[src/rtl/pipeline_memwb_stage.sv]
// pipeline_memwb_stage
//   Memory/writeback pipeline stage. Holds one entry (control word, ALU result,
//   store data) between execute and writeback, with valid/ready handshakes on
//   both sides and a variable-latency data-memory request/acknowledge port.
//   Also holds the N/Z/V (and optional C) status flags, which are updated only
//   when an entry with control[LOADS_BIT]=1 is accepted.
//
// Build option:
//   PIPELINE_MEMWB_CARRY_EN  when defined, a C flag register captures carry_in;
//                            otherwise C_out is tied low and carry_in is unused.
//
// Ports:
//   clk, rst                 clock, async active-high reset
//   in_valid/in_ready        upstream handshake
//   control_in, result_in,   entry payload (result doubles as memory address)
//   data_Rd_in
//   highbit_data_Rn_in,      flag inputs (operand MSBs, ALU carry)
//   highbit_shifted_Rm_in,
//   carry_in
//   out_valid/out_ready      downstream (writeback) handshake
//   control_out, result_out  held entry; result_out carries load data for LDR
//   N_out, Z_out, V_out,     status flags
//   C_out
//   mem_req, mem_write,      data-memory request (stable until mem_ack)
//   addr_mem, wdata_mem
//   mem_rdata, mem_ack       data-memory response
module pipeline_memwb_stage #(
    parameter int DATA_W    = 16,
    parameter int ADDR_W    = 9,
    parameter int CTRL_W    = 22,
    parameter int OPC_LSB   = 19,
    parameter int LOADS_BIT = 8
) (
    input  logic              clk,
    input  logic              rst,
    input  logic              in_valid,
    output logic              in_ready,
    input  logic [CTRL_W-1:0] control_in,
    input  logic [DATA_W-1:0] result_in,
    input  logic [DATA_W-1:0] data_Rd_in,
    input  logic              highbit_data_Rn_in,
    input  logic              highbit_shifted_Rm_in,
    input  logic              carry_in,
    output logic              out_valid,
    input  logic              out_ready,
    output logic [CTRL_W-1:0] control_out,
    output logic [DATA_W-1:0] result_out,
    output logic              N_out,
    output logic              Z_out,
    output logic              V_out,
    output logic              C_out,
    output logic              mem_req,
    output logic              mem_write,
    output logic [ADDR_W-1:0] addr_mem,
    output logic [DATA_W-1:0] wdata_mem,
    input  logic [DATA_W-1:0] mem_rdata,
    input  logic              mem_ack
);

    typedef enum logic [1:0] {S_EMPTY, S_MEM, S_FULL} state_t;

    localparam logic [2:0] OPC_STR = 3'b100;
    localparam logic [2:0] OPC_LDR = 3'b011;

    state_t            state_q, state_d;
    logic [CTRL_W-1:0] ctrl_q, ctrl_d;
    logic [DATA_W-1:0] result_q, result_d;
    logic [DATA_W-1:0] rd_q, rd_d;
    // Zero flag is stored inverted so an all-zero flag register reads Z=1.
    logic              n_q, nz_q, v_q;

    logic [2:0] in_opc, held_opc;
    logic       in_is_mem, take, flag_we;

    assign in_opc    = control_in[OPC_LSB+2:OPC_LSB];
    assign held_opc  = ctrl_q[OPC_LSB+2:OPC_LSB];
    assign in_is_mem = (in_opc == OPC_STR) || (in_opc == OPC_LDR);

    // Only FULL makes in_ready depend on a live input (out_ready).
    always_comb begin
        in_ready = 1'b0;
        case (state_q)
            S_EMPTY: in_ready = 1'b1;
            S_FULL:  in_ready = out_ready;
            default: in_ready = 1'b0;
        endcase
    end

    assign take    = in_valid && in_ready;
    assign flag_we = take && control_in[LOADS_BIT];

    always_comb begin
        state_d  = state_q;
        ctrl_d   = ctrl_q;
        result_d = result_q;
        rd_d     = rd_q;
        case (state_q)
            S_EMPTY: ;
            S_MEM: begin
                if (mem_ack) begin
                    if (held_opc == OPC_LDR) result_d = mem_rdata;
                    state_d = S_FULL;
                end
            end
            S_FULL: begin
                if (out_ready && !in_valid) state_d = S_EMPTY;
            end
            default: state_d = S_EMPTY;
        endcase
        // A new entry replaces the held one on the handoff edge, so FULL can
        // hand off and reload in the same cycle without a bubble.
        if (take) begin
            ctrl_d   = control_in;
            result_d = result_in;
            rd_d     = data_Rd_in;
            state_d  = in_is_mem ? S_MEM : S_FULL;
        end
    end

    always_ff @(posedge clk or posedge rst) begin
        if (rst) begin
            state_q  <= S_EMPTY;
            ctrl_q   <= '0;
            result_q <= '0;
            rd_q     <= '0;
        end else begin
            state_q  <= state_d;
            ctrl_q   <= ctrl_d;
            result_q <= result_d;
            rd_q     <= rd_d;
        end
    end

    // Flags come from the ALU-side inputs at acceptance, never from load data.
    logic v_calc;
    assign v_calc = ({highbit_data_Rn_in, highbit_shifted_Rm_in, result_in[DATA_W-1]} == 3'b011) ||
                    ({highbit_data_Rn_in, highbit_shifted_Rm_in, result_in[DATA_W-1]} == 3'b100);

    always_ff @(posedge clk or posedge rst) begin
        if (rst) begin
            n_q  <= 1'b0;
            nz_q <= 1'b0;
            v_q  <= 1'b0;
        end else if (flag_we) begin
            n_q  <= result_in[DATA_W-1];
            nz_q <= (result_in != '0);
            v_q  <= v_calc;
        end
    end

`ifdef PIPELINE_MEMWB_CARRY_EN
    logic c_q;
    always_ff @(posedge clk or posedge rst) begin
        if (rst)          c_q <= 1'b0;
        else if (flag_we) c_q <= carry_in;
    end
    assign C_out = c_q;
`else
    logic unused_carry;
    assign unused_carry = carry_in;
    assign C_out        = 1'b0;
`endif

    assign N_out = n_q;
    assign Z_out = !nz_q;
    assign V_out = v_q;

    assign out_valid   = (state_q == S_FULL);
    assign control_out = ctrl_q;
    assign result_out  = result_q;

    assign mem_req   = (state_q == S_MEM);
    assign mem_write = mem_req && (held_opc == OPC_STR);
    assign addr_mem  = result_q[ADDR_W-1:0];
    assign wdata_mem = rd_q;

endmodule

[config.mk]
export PLATFORM = sky130hd
export DESIGN_NAME = pipeline_memwb_stage
export DESIGN_NICKNAME = d
export VERILOG_FILES = /design/src/rtl/pipeline_memwb_stage.sv
export SDC_FILE = /design/constraint.sdc
export NUM_CORES = 1
export LEC_CHECK = 0
export ABC_AREA = 1
export BUFFER_PORTS_ARGS = -buffer_cell sky130_fd_sc_hd__buf_4
export CAP_MARGIN = 15
export CELL_PAD_IN_SITES_DETAIL_PLACEMENT = 1
export CELL_PAD_IN_SITES_GLOBAL_PLACEMENT = 2
export CORE_AREA = 2 2 113 115
export DETAILED_ROUTE_END_ITERATION = 10
export DIE_AREA = 0 0 115 117
export PLACE_DENSITY_LB_ADDON = 0.05
export SLEW_MARGIN = 15
export SYNTH_ARGS = -nofsm -noshare
export SYNTH_HDL_FRONTEND = slang
export SYNTH_SLANG_ARGS = --single-unit
[constraint.sdc]
create_clock -name clk -period 1.8 [get_ports clk]
set_input_delay 0 -clock clk [delete_from_list [all_inputs] [get_ports clk]]
set_output_delay 0 -clock clk [all_outputs]
set_load 0.01 [all_outputs]
==> flow_metrics.env, run 1 <==
export IMPL_pwr_share_clk_pct=27.6
export IMPL_setup_tns_ps=0
export IMPL_yosys_warnings=0
export IMPL_post_cts_resized=0
export IMPL_grt_overflow_total=0
export IMPL_endpoint_kind="flop"
export IMPL_clockRootBuffer="clkbuf_16"
export IMPL_netlist_area_sq_um=2760
export IMPL_die_w_um=115
export IMPL_drv_slew=0
export IMPL_syn_to_final_growth_pct=79.8
export IMPL_crit_fanout=18
export IMPL_fmax_mhz=695
export IMPL_path_clk_slew_ps=50
export IMPL_synthesis_nets=430
export IMPL_initial_core_util_pct=22.4
export IMPL_die_area_sq_um=13500
export IMPL_drc=0
export IMPL_seq_area_frac_synth_pct=53.6
export IMPL_layout_min_cycle_time_ps=1440
export IMPL_cp_data_required_time_ps=2060
export IMPL_first_pass_iters=4
export IMPL_start_kind="flop"
export IMPL_place_gp_congestion=0.690
export IMPL_hold_violations=0
export IMPL_drt_wl_total_um=9590
export IMPL_power_density_nw_per_um2=1390
export IMPL_ios=149
export IMPL_yosysUniqueCellTypes=20
export IMPL_vias=2934
export IMPL_grt_pass1_vias=3024
export IMPL_power_leakage_uw=0.00271
export IMPL_grt_pass1_wl_um=15000
export IMPL_worst_pin_slew_ps=538
export IMPL_syn_instance_count=352
export IMPL_tritoncts="built"
export IMPL_grt_usage_pct=14.6
export IMPL_switching_share_pct=34.3
export IMPL_status="completed"
export IMPL_seq_power_share_pct=32.4
export IMPL_antenna_found_initial=0
export IMPL_hold_path_class="primary input to flop"
export IMPL_final_net_count=635
export IMPL_clockBufferDepth=2
export IMPL_slew_headroom_pct=64.1
export IMPL_h_tree_depth=3
export IMPL_p_int_uw=4520
export IMPL_drive_gt1_share_pct=32.2
export IMPL_most_common_layout_cells="nand2_1 (195), buf_4 (150), dlygate4sd3_1 (65)"
export IMPL_final_antenna_net_count=0
export IMPL_period_share_pct=80.0
export IMPL_io_buffer_count=146
export IMPL_dp_hpwl_um=6530
export IMPL_crit_arrival_ps=1700
export IMPL_wl_per_cell_um=13.5
export IMPL_switchingPower_uw=2360
export IMPL_cap_violations=0
export IMPL_ir_drop_mv=0.466
export IMPL_final_common_cell="nand2_1"
export IMPL_p_comb_share_pct=40.0
export IMPL_skew_ps=4.35
export IMPL_setup_violations=0
export IMPL_final_util_pct=40.2
export IMPL_grt_start_max_net_pins=40
export IMPL_diodes=0
export IMPL_core_area_sq_um=12300
export IMPL_rsz0062_at_grt="no"
export IMPL_critPathKind="flop to flop"
export IMPL_cts_sinks=59
export IMPL_rows=41
export IMPL_cts_inserted_buffers=9
export IMPL_syn_area_per_cell_sq_um=7.83
export IMPL_clk_latency_ps=320
export IMPL_whs_ps=14.7
export IMPL_avgViaCountPerCell=4.12
export IMPL_cts_setup_buffers=0
export IMPL_dr_first_iter_drc_count=98
export IMPL_ys_seq_elements=59
export IMPL_die_h_um=117
==> cells by family after synthesis <==
family | count (synthesis) | synth area share, %
compound gates | 13 | 2.36
buf+inv | 44 | 8.31
flops | 59 | 53.6
other cells | 1 | 0.136
simple gates | 235 | 35.6
==> synth_stat cells <==
library cell | n | share of area [%]
clkbuf_1 | 3 | 0.41
buf_2 | 9 | 1.6
nand3_4 | 2 | 1.3
inv_2 | 2 | 0.27
o21ai_1 | 2 | 0.36
nand2_4 | 1 | 0.41
buf_4 | 10 | 2.7
nand2_2 | 3 | 0.68
nor4_1 | 1 | 0.23
conb_1 | 1 | 0.14
nor2_1 | 8 | 1.1
or2_2 | 1 | 0.23
o21ai_0 | 11 | 2.0
nor2_8 | 1 | 0.73
buf_6 | 2 | 0.82
dfrtp_1 | 59 | 54
nand3_1 | 22 | 4.0
inv_1 | 18 | 2.5
nand2_1 | 195 | 27
nor2_4 | 1 | 0.41
==> through the flow <==
stage / setup WS, ps / power [uW] / cell area [sq um] / cells
global placement: 354 / 4890 / 3980 / 631
finish: 361 / 6870 / 4950 / 712
floorplan: 344 / 3550 / 2760 / 352
CTS: 302 / 6990 / 4950 / 712
detailed placement: 314 / 4930 / 3980 / 631
global route: 143 / 7380 / 4950 / 712
==> what timing repair did <==
| item | CTS | global route |
|---|---|---|
| hold endpoints to repair | 77 | 0 |
| hold buffers | 65 | 0 |
| endpoints found under the setup margin | 0 | 0 |
==> per-layer routing <==
layer  GRT usage (%)  part of all wire, %  vias to the layer above
met3            3.40                  5.9                       10
li1                -                    -                     1470
met5               0                    0                        -
met1            18.5                   45                     1367
met4            6.75                  1.6                        0
met2            23.8                   48                       87
==> worst max-delay path: stages, from the launching register on <==
cell	delay (ps)
dfrtp_1	400
inv_2	110
nand2_2	110
nor2_8	300
nand2_1	210
inv_1	120
nand2_1	60
nand2_1	60
==> power groups by stage <==
| stage | logic (uW) | registers (uW) | clock network, uW |
|---|---|---|---|
| 4_1_cts | 2800 | 2240 | 1960 |
| 6_report | 2750 | 2230 | 1890 |
| 2_1_floorplan | 1110 | 2450 | 0 |
| 5_1_grt | 3070 | 2310 | 2000 |
| 3_5_place_dp | 2680 | 2250 | 0 |
| 3_3_place_gp | 2650 | 2240 | 0 |
==> registers in the layout (all words and copies together) (netlist names) <==
name	flops
N_out	1
V_out	1
control_out	22
nz_q	1
result_out	16
state_q	2
wdata_mem	16
==> final timing paths <==
| check | from | endpoint | slack [ps] | cells past startpoint |
|---|---|---|---|---|
| setup / recovery | state_q[0] | nz_q | 360 | 7 |
| hold / removal | mem_rdata[13] | result_out[13] | 10 | 5 |
| setup reg to reg | state_q[0] | nz_q | 360 | 7 |
| hold reg to reg | control_out[15] | control_out[15] | 480 | 2 |
| max in group asynchronous | rst | result_out[12] | 940 | 4 |
| min in group asynchronous | rst | control_out[1] | 290 | 3 |
==> cell type report <==
class | instances | area, sq um
Sequential cell | 59 | 1480
Multi-Input combinational cell | 249 | 1050
Clock inverter | 5 | 75.1
Tap cell | 150 | 188
Timing Repair Buffer | 218 | 1840
Inverter | 20 | 75.1
Clock buffer | 11 | 253
Fill cell | 1452 | 7360
Power figures use the tool's default switching activity.
==> run 2: changes to the inputs <==
- CORE_AREA: 2 2 113 115 -> 2 2 118 120
- DIE_AREA: 0 0 115 117 -> 0 0 120 122
- clock period: 1.8 -> 1.18 ns (I/O delays scaled with it)
==> flow_metrics.env, run 2 (synthesis gave the netlist of run 1 again) <==
export IMPL_status="finished, violations left"
export IMPL_violations="setup timing"
export IMPL_layoutNonFillerInstCount=778
export IMPL_antenna_found_initial=0
export IMPL_final_net_count=671
export IMPL_cap_violations=0
export IMPL_crit_arrival_ps=1590
export IMPL_tritoncts="built"
export IMPL_initial_core_util_pct=20.4
export IMPL_final_util_pct=44.7
export IMPL_ios=149
export IMPL_fin_ws_ps=-185
export IMPL_grt_overflow_total=0
export IMPL_multi_input_area_sq_um=1480
export IMPL_placed_area_sq_um=4140
export IMPL_syn_to_final_growth_pct=119
export IMPL_core_area_sq_um=13500
export IMPL_drt_wl_total_um=11900
export IMPL_grt_start_max_net_pins=39
export IMPL_diodes=0
export IMPL_first_pass_iters=4
export IMPL_seq_area_sq_um=1480
export IMPL_clk_latency_ps=340
export IMPL_most_common_layout_cells="buf_4 (155), nand2_1 (120), dlygate4sd3_1 (66)"
export IMPL_grt_usage_pct=15.4
export IMPL_avgViaCountPerCell=4.09
export IMPL_final_antenna_net_count=0
export IMPL_drv_slew=0
export IMPL_hold_path_class="primary input to flop"
export IMPL_setup_violations=63
export IMPL_rows=43
export IMPL_cts_inserted_buffers=9
export IMPL_worstPathCellList="inv_2, nand2_4, buf_12, nor2_4, nand3_4, buf_8, nand3_2, nand2_1"
export IMPL_skew_ps=5.11
export IMPL_crit_fanout=6
export IMPL_grt_pass1_wl_um=17500
export IMPL_fmax_mhz=732
export IMPL_final_common_cell="buf_4"
export IMPL_cp_slowest_stage_delay_ps=420
export IMPL_rsz0062_at_grt="yes"
export IMPL_layout_min_cycle_time_ps=1370
export IMPL_ir_drop_mv=0.893
export IMPL_place_gp_congestion=0.693
export IMPL_clockBufferDepth=2
export IMPL_drive_gt1_share_pct=51.5
export IMPL_endpoint_kind="flop"
export IMPL_fin_area_sq_um=6030
export IMPL_period_share_pct=116
export IMPL_io_buffer_count=146
export IMPL_dr_first_iter_drc_count=50
export IMPL_path_clk_slew_ps=50
export IMPL_hold_violations=0
export IMPL_die_w_um=120
export IMPL_setup_tns_ps=-7330
export IMPL_dp_cells=674
export IMPL_die_area_sq_um=14600
export IMPL_power_leakage_uw=0.00319
export IMPL_num_fill_cells=1532
export IMPL_vias=3183
export IMPL_clockRootBuffer="clkbuf_16"
export IMPL_grt_pass1_vias=3445
export IMPL_largest_register_ffs=22
export IMPL_cp_data_required_time_ps=1400
export IMPL_critPathKind="flop to flop"
export IMPL_drc=0
export IMPL_start_kind="flop"
export IMPL_power_density_nw_per_um2=2050
export IMPL_h_tree_depth=3
export IMPL_slowest_stage="dfrtp_1"
export IMPL_dp_hpwl_um=7320
export IMPL_wl_per_cell_um=15.2
export IMPL_die_h_um=122
export IMPL_cts_sinks=59
[run 2: cell types whose count changed in the layout (fill, tap and decap cells not counted), moves of 3 or more]
| cell | change |
|---|---|
| buf_12 | +9 |
| buf_4 | +5 |
| buf_6 | +11 |
| clkbuf_16 | +4 |
| inv_1 | -3 |
| nand2_1 | -75 |
| nand2_2 | +47 |
| nand2_4 | +26 |
| nand3_1 | -12 |
| nand3_2 | +12 |
| o21ai_0 | -3 |
[run 2: report_power, final]
group	leakage [uW]	switching, uW	total [uW]	internal [uW]
Sequential	0.000729	668	3520	2850
Clock	0.000159	976	2940	1960
Combinational	0.00231	2730	5920	3190
[run 2: per-stage QoR]
stage | hold WS, ps | power [uW] | worst slack, ps
final | 12.0 | 12400 | -185
after global placement | 80.8 | 7730 | -51.3
after detailed placement | 81.7 | 7780 | -99.5
after global routing | 36.7 | 13200 | -274
after floorplan | 99.6 | 5420 | 18.9
after CTS | 32.0 | 11800 | -188
[run 2: final cells by class]
cell class,instances,area share (%)
Sequential cell,59,24.5
Clock inverter,4,1.20
Inverter,20,1.39
Tap cell,180,3.73
Timing Repair Buffer,254,40.4
Clock buffer,12,4.25
Multi-Input combinational cell,249,24.5
[run 2: final timing paths]
kind	from	to	slack, ps	depth (start not counted)
setup / recovery	state_q[1]	result_out[1]	-190	8
hold / removal	result_in[15]	N_out	10	3
setup reg to reg	state_q[1]	result_out[1]	-190	8
hold reg to reg	wdata_mem[3]	wdata_mem[3]	480	2
max in group asynchronous	rst	result_out[8]	560	4
min in group asynchronous	rst	wdata_mem[10]	280	4
[run 2: critical path: cells and delay by family, from the launching register on]
kind                   cells  cell delay [ps]
buffers and inverters      3              420
and+or+nand+nor            5              410
DFF                        1              420
[run 2: routing by layer]
metal / track usage (%) / routed length [um] / share of wire, %
met5: 0 / 0 / 0
met3: 5.57 / 651 / 5.5
met1: 17.3 / 4910 / 41
met4: 4.78 / 119 / 1.0
met2: 27.3 / 6170 / 52
[run 2: timing repair]
item,4_1_cts,5_1_grt
setup buffers,11,3
hold buffers,66,0
cloned,5,7
endpoints found under the hold margin,118,0
resized for setup,41,110
pin swaps,9,24
endpoints found under the setup margin,45,63
==> run 3: changes to the inputs <==
- CORE_AREA: 2 2 118 120 -> 2 2 115 117
- CTS_BUF_LIST: not set -> sky130_fd_sc_hd__clkbuf_4 sky130_fd_sc_hd__clkbuf_8
- DIE_AREA: 0 0 120 122 -> 0 0 117 119
==> flow_metrics.env, run 3 (synthesis gave the netlist of run 1 again) <==
export IMPL_die_h_um=119
export IMPL_cts_sinks=59
export IMPL_rr_startpoint="state_q[1]"
export IMPL_p_int_uw=6900
export IMPL_cp_data_required_time_ps=1420
export IMPL_first_pass_iters=4
export IMPL_grt_overflow_total=0
export IMPL_critPathKind="flop to flop"
export IMPL_fmax_mhz=740
export IMPL_drv_slew=0
export IMPL_layout_min_cycle_time_ps=1350
export IMPL_cap_violations=0
export IMPL_r2r_cells=8
export IMPL_initial_core_util_pct=21.4
export IMPL_ios=149
export IMPL_period_share_pct=115
export IMPL_grt_start_max_net_pins=34
export IMPL_multi_input_area_sq_um=1430
export IMPL_skew_ps=4.99
export IMPL_crit_arrival_ps=1590
export IMPL_power_density_nw_per_um2=1940
export IMPL_endpoint_kind="flop"
export IMPL_top_usage_layer="met2"
export IMPL_most_common_layout_cells="buf_4 (149), nand2_1 (140), dlygate4sd3_1 (69)"
export IMPL_seq_area_sq_um=1480
export IMPL_final_common_cell="buf_4"
export IMPL_power_leakage_uw=0.00298
export IMPL_violations="setup timing"
export IMPL_tritoncts="built"
export IMPL_grt_use_met3_pct=4.17
export IMPL_pwr_share_clk_pct=20.1
export IMPL_clockRootBuffer="clkbuf_8"
export IMPL_wl_per_cell_um=13.7
export IMPL_die_w_um=117
export IMPL_grt_util_met2_pct=24.5
export IMPL_cts_inserted_buffers=9
export IMPL_place_ws_ps=-91.2
export IMPL_use_met1_pct=18.9
export IMPL_core_area_sq_um=12900
export IMPL_r2r_slack_ps=-170
export IMPL_antenna_found_initial=0
export IMPL_fin_ws_ps=-172
export IMPL_vias=3057
export IMPL_drt_wl_total_um=10400
export IMPL_endpoint="result_out[4]"
export IMPL_diodes=0
export IMPL_final_antenna_net_count=0
export IMPL_setup_tns_ps=-8000
export IMPL_cp_startpoint="state_q[1]"
export IMPL_switching_share_pct=36.7
export IMPL_num_fill_cells=1512
export IMPL_place_gp_congestion=0.715
export IMPL_io_buffer_count=146
export IMPL_rows=42
export IMPL_switchingPower_uw=3990
export IMPL_grt_pass1_wl_um=16300
export IMPL_die_area_sq_um=13900
export IMPL_ir_drop_mv=0.713
export IMPL_crit_fanout=6
export IMPL_whs_ps=24.1
export IMPL_status="finished, violations left"
export IMPL_grt_pass1_vias=3263
export IMPL_r2r_end="result_out[4]"
export IMPL_start_kind="flop"
export IMPL_grt_usage_pct=15.2
export IMPL_setup_violations=59
export IMPL_p_comb_share_pct=48.2
export IMPL_drc=0
export IMPL_drive_gt1_share_pct=46.8
export IMPL_syn_to_final_growth_pct=104
export IMPL_avgViaCountPerCell=4.02
export IMPL_path_clk_slew_ps=70
export IMPL_h_tree_depth=3
export IMPL_clk_latency_ps=350
export IMPL_rsz0062_at_grt="yes"
export IMPL_clockBufferDepth=2
export IMPL_largest_register_ffs=22
export IMPL_dr_first_iter_drc_count=74
export IMPL_hold_path_class="primary input to flop"
export IMPL_final_net_count=658
export IMPL_hold_violations=0
export IMPL_dp_hpwl_um=6880
export IMPL_seq_power_share_pct=31.6
run 3: cell count changes in the layout (fill, tap and decap cells not counted), moves of 2 or more:
| cell | previous run | this run |
|---|---|---|
| buf_12 | 12 | 7 |
| dlygate4sd3_1 | 66 | 69 |
| buf_4 | 155 | 149 |
| clkbuf_16 | 13 | 2 |
| inv_4 | 2 | 0 |
| nand2_8 | 2 | 4 |
| nand2_4 | 27 | 20 |
| bufbuf_16 | 2 | 0 |
| nand2_1 | 120 | 140 |
| nand2_2 | 50 | 35 |
| clkbuf_8 | 2 | 11 |
run 3: repair_timing:
item	4_1_cts	5_1_grt
buffers inserted	4	0
gates cloned	1	3
hold endpoints to repair	118	0
gates resized for setup	40	87
hold buffers	69	0
pin swaps	13	23
setup endpoints to repair	59	63
run 3: final cells by class:
class / count / share of cell area (%)
inverter: 20 / 1.49
tap: 176 / 3.92
sequential: 59 / 26.3
clock buffer: 12 / 2.83
timing repair buffer: 241 / 38.8
multi-input combinational: 249 / 25.4
clock inverter: 4 / 1.29
run 3: per-stage QoR:
stage	area, sq um	utilization (%)	power [uW]	cells
after global routing	5620	43.6	11700	761
after global placement	4110	32.0	7640	669
after floorplan	2760	-	5420	352
after CTS	5290	41.0	10600	759
final	5620	43.6	10900	761
after detailed placement	4110	32.0	7700	669
run 3: per-layer routing:
| layer | part of all wire (%) | routed length, um |
|---|---|---|
| met4 | 1.6 | 165 |
| met3 | 5.6 | 587 |
| met5 | 0 | 0 |
| met1 | 42 | 4400 |
| met2 | 51 | 5260 |
run 3: power by group through the flow:
stage / clock network (uW) / registers (uW) / logic [uW]
floorplan: 0 / 3730 / 1690
global placement: 0 / 3420 / 4220
detailed placement: 0 / 3440 / 4260
CTS: 2280 / 3460 / 4860
global route: 2360 / 3590 / 5780
finish: 2190 / 3450 / 5250
run 3: how the worst min path moves through the flow:
| stage | start | endpoint | cells past startpoint |
|---|---|---|---|
| global route | highbit_shifted_Rm_in | V_out | 5 |
| CTS | highbit_shifted_Rm_in | V_out | 5 |
| detailed placement | rst | wdata_mem[13] | 2 |
| finish | highbit_shifted_Rm_in | V_out | 5 |
| floorplan | rst | N_out | 1 |
| global placement | rst | control_out[5] | 2 |
run 3: critical path, stage by stage (launching register included):
cell     delay [ps]
dfrtp_1         400
inv_2            90
nand2_4          70
buf_12          130
nor2_4           90
nand3_4         150
buf_6           190
nand3_2          50
nand2_1          60
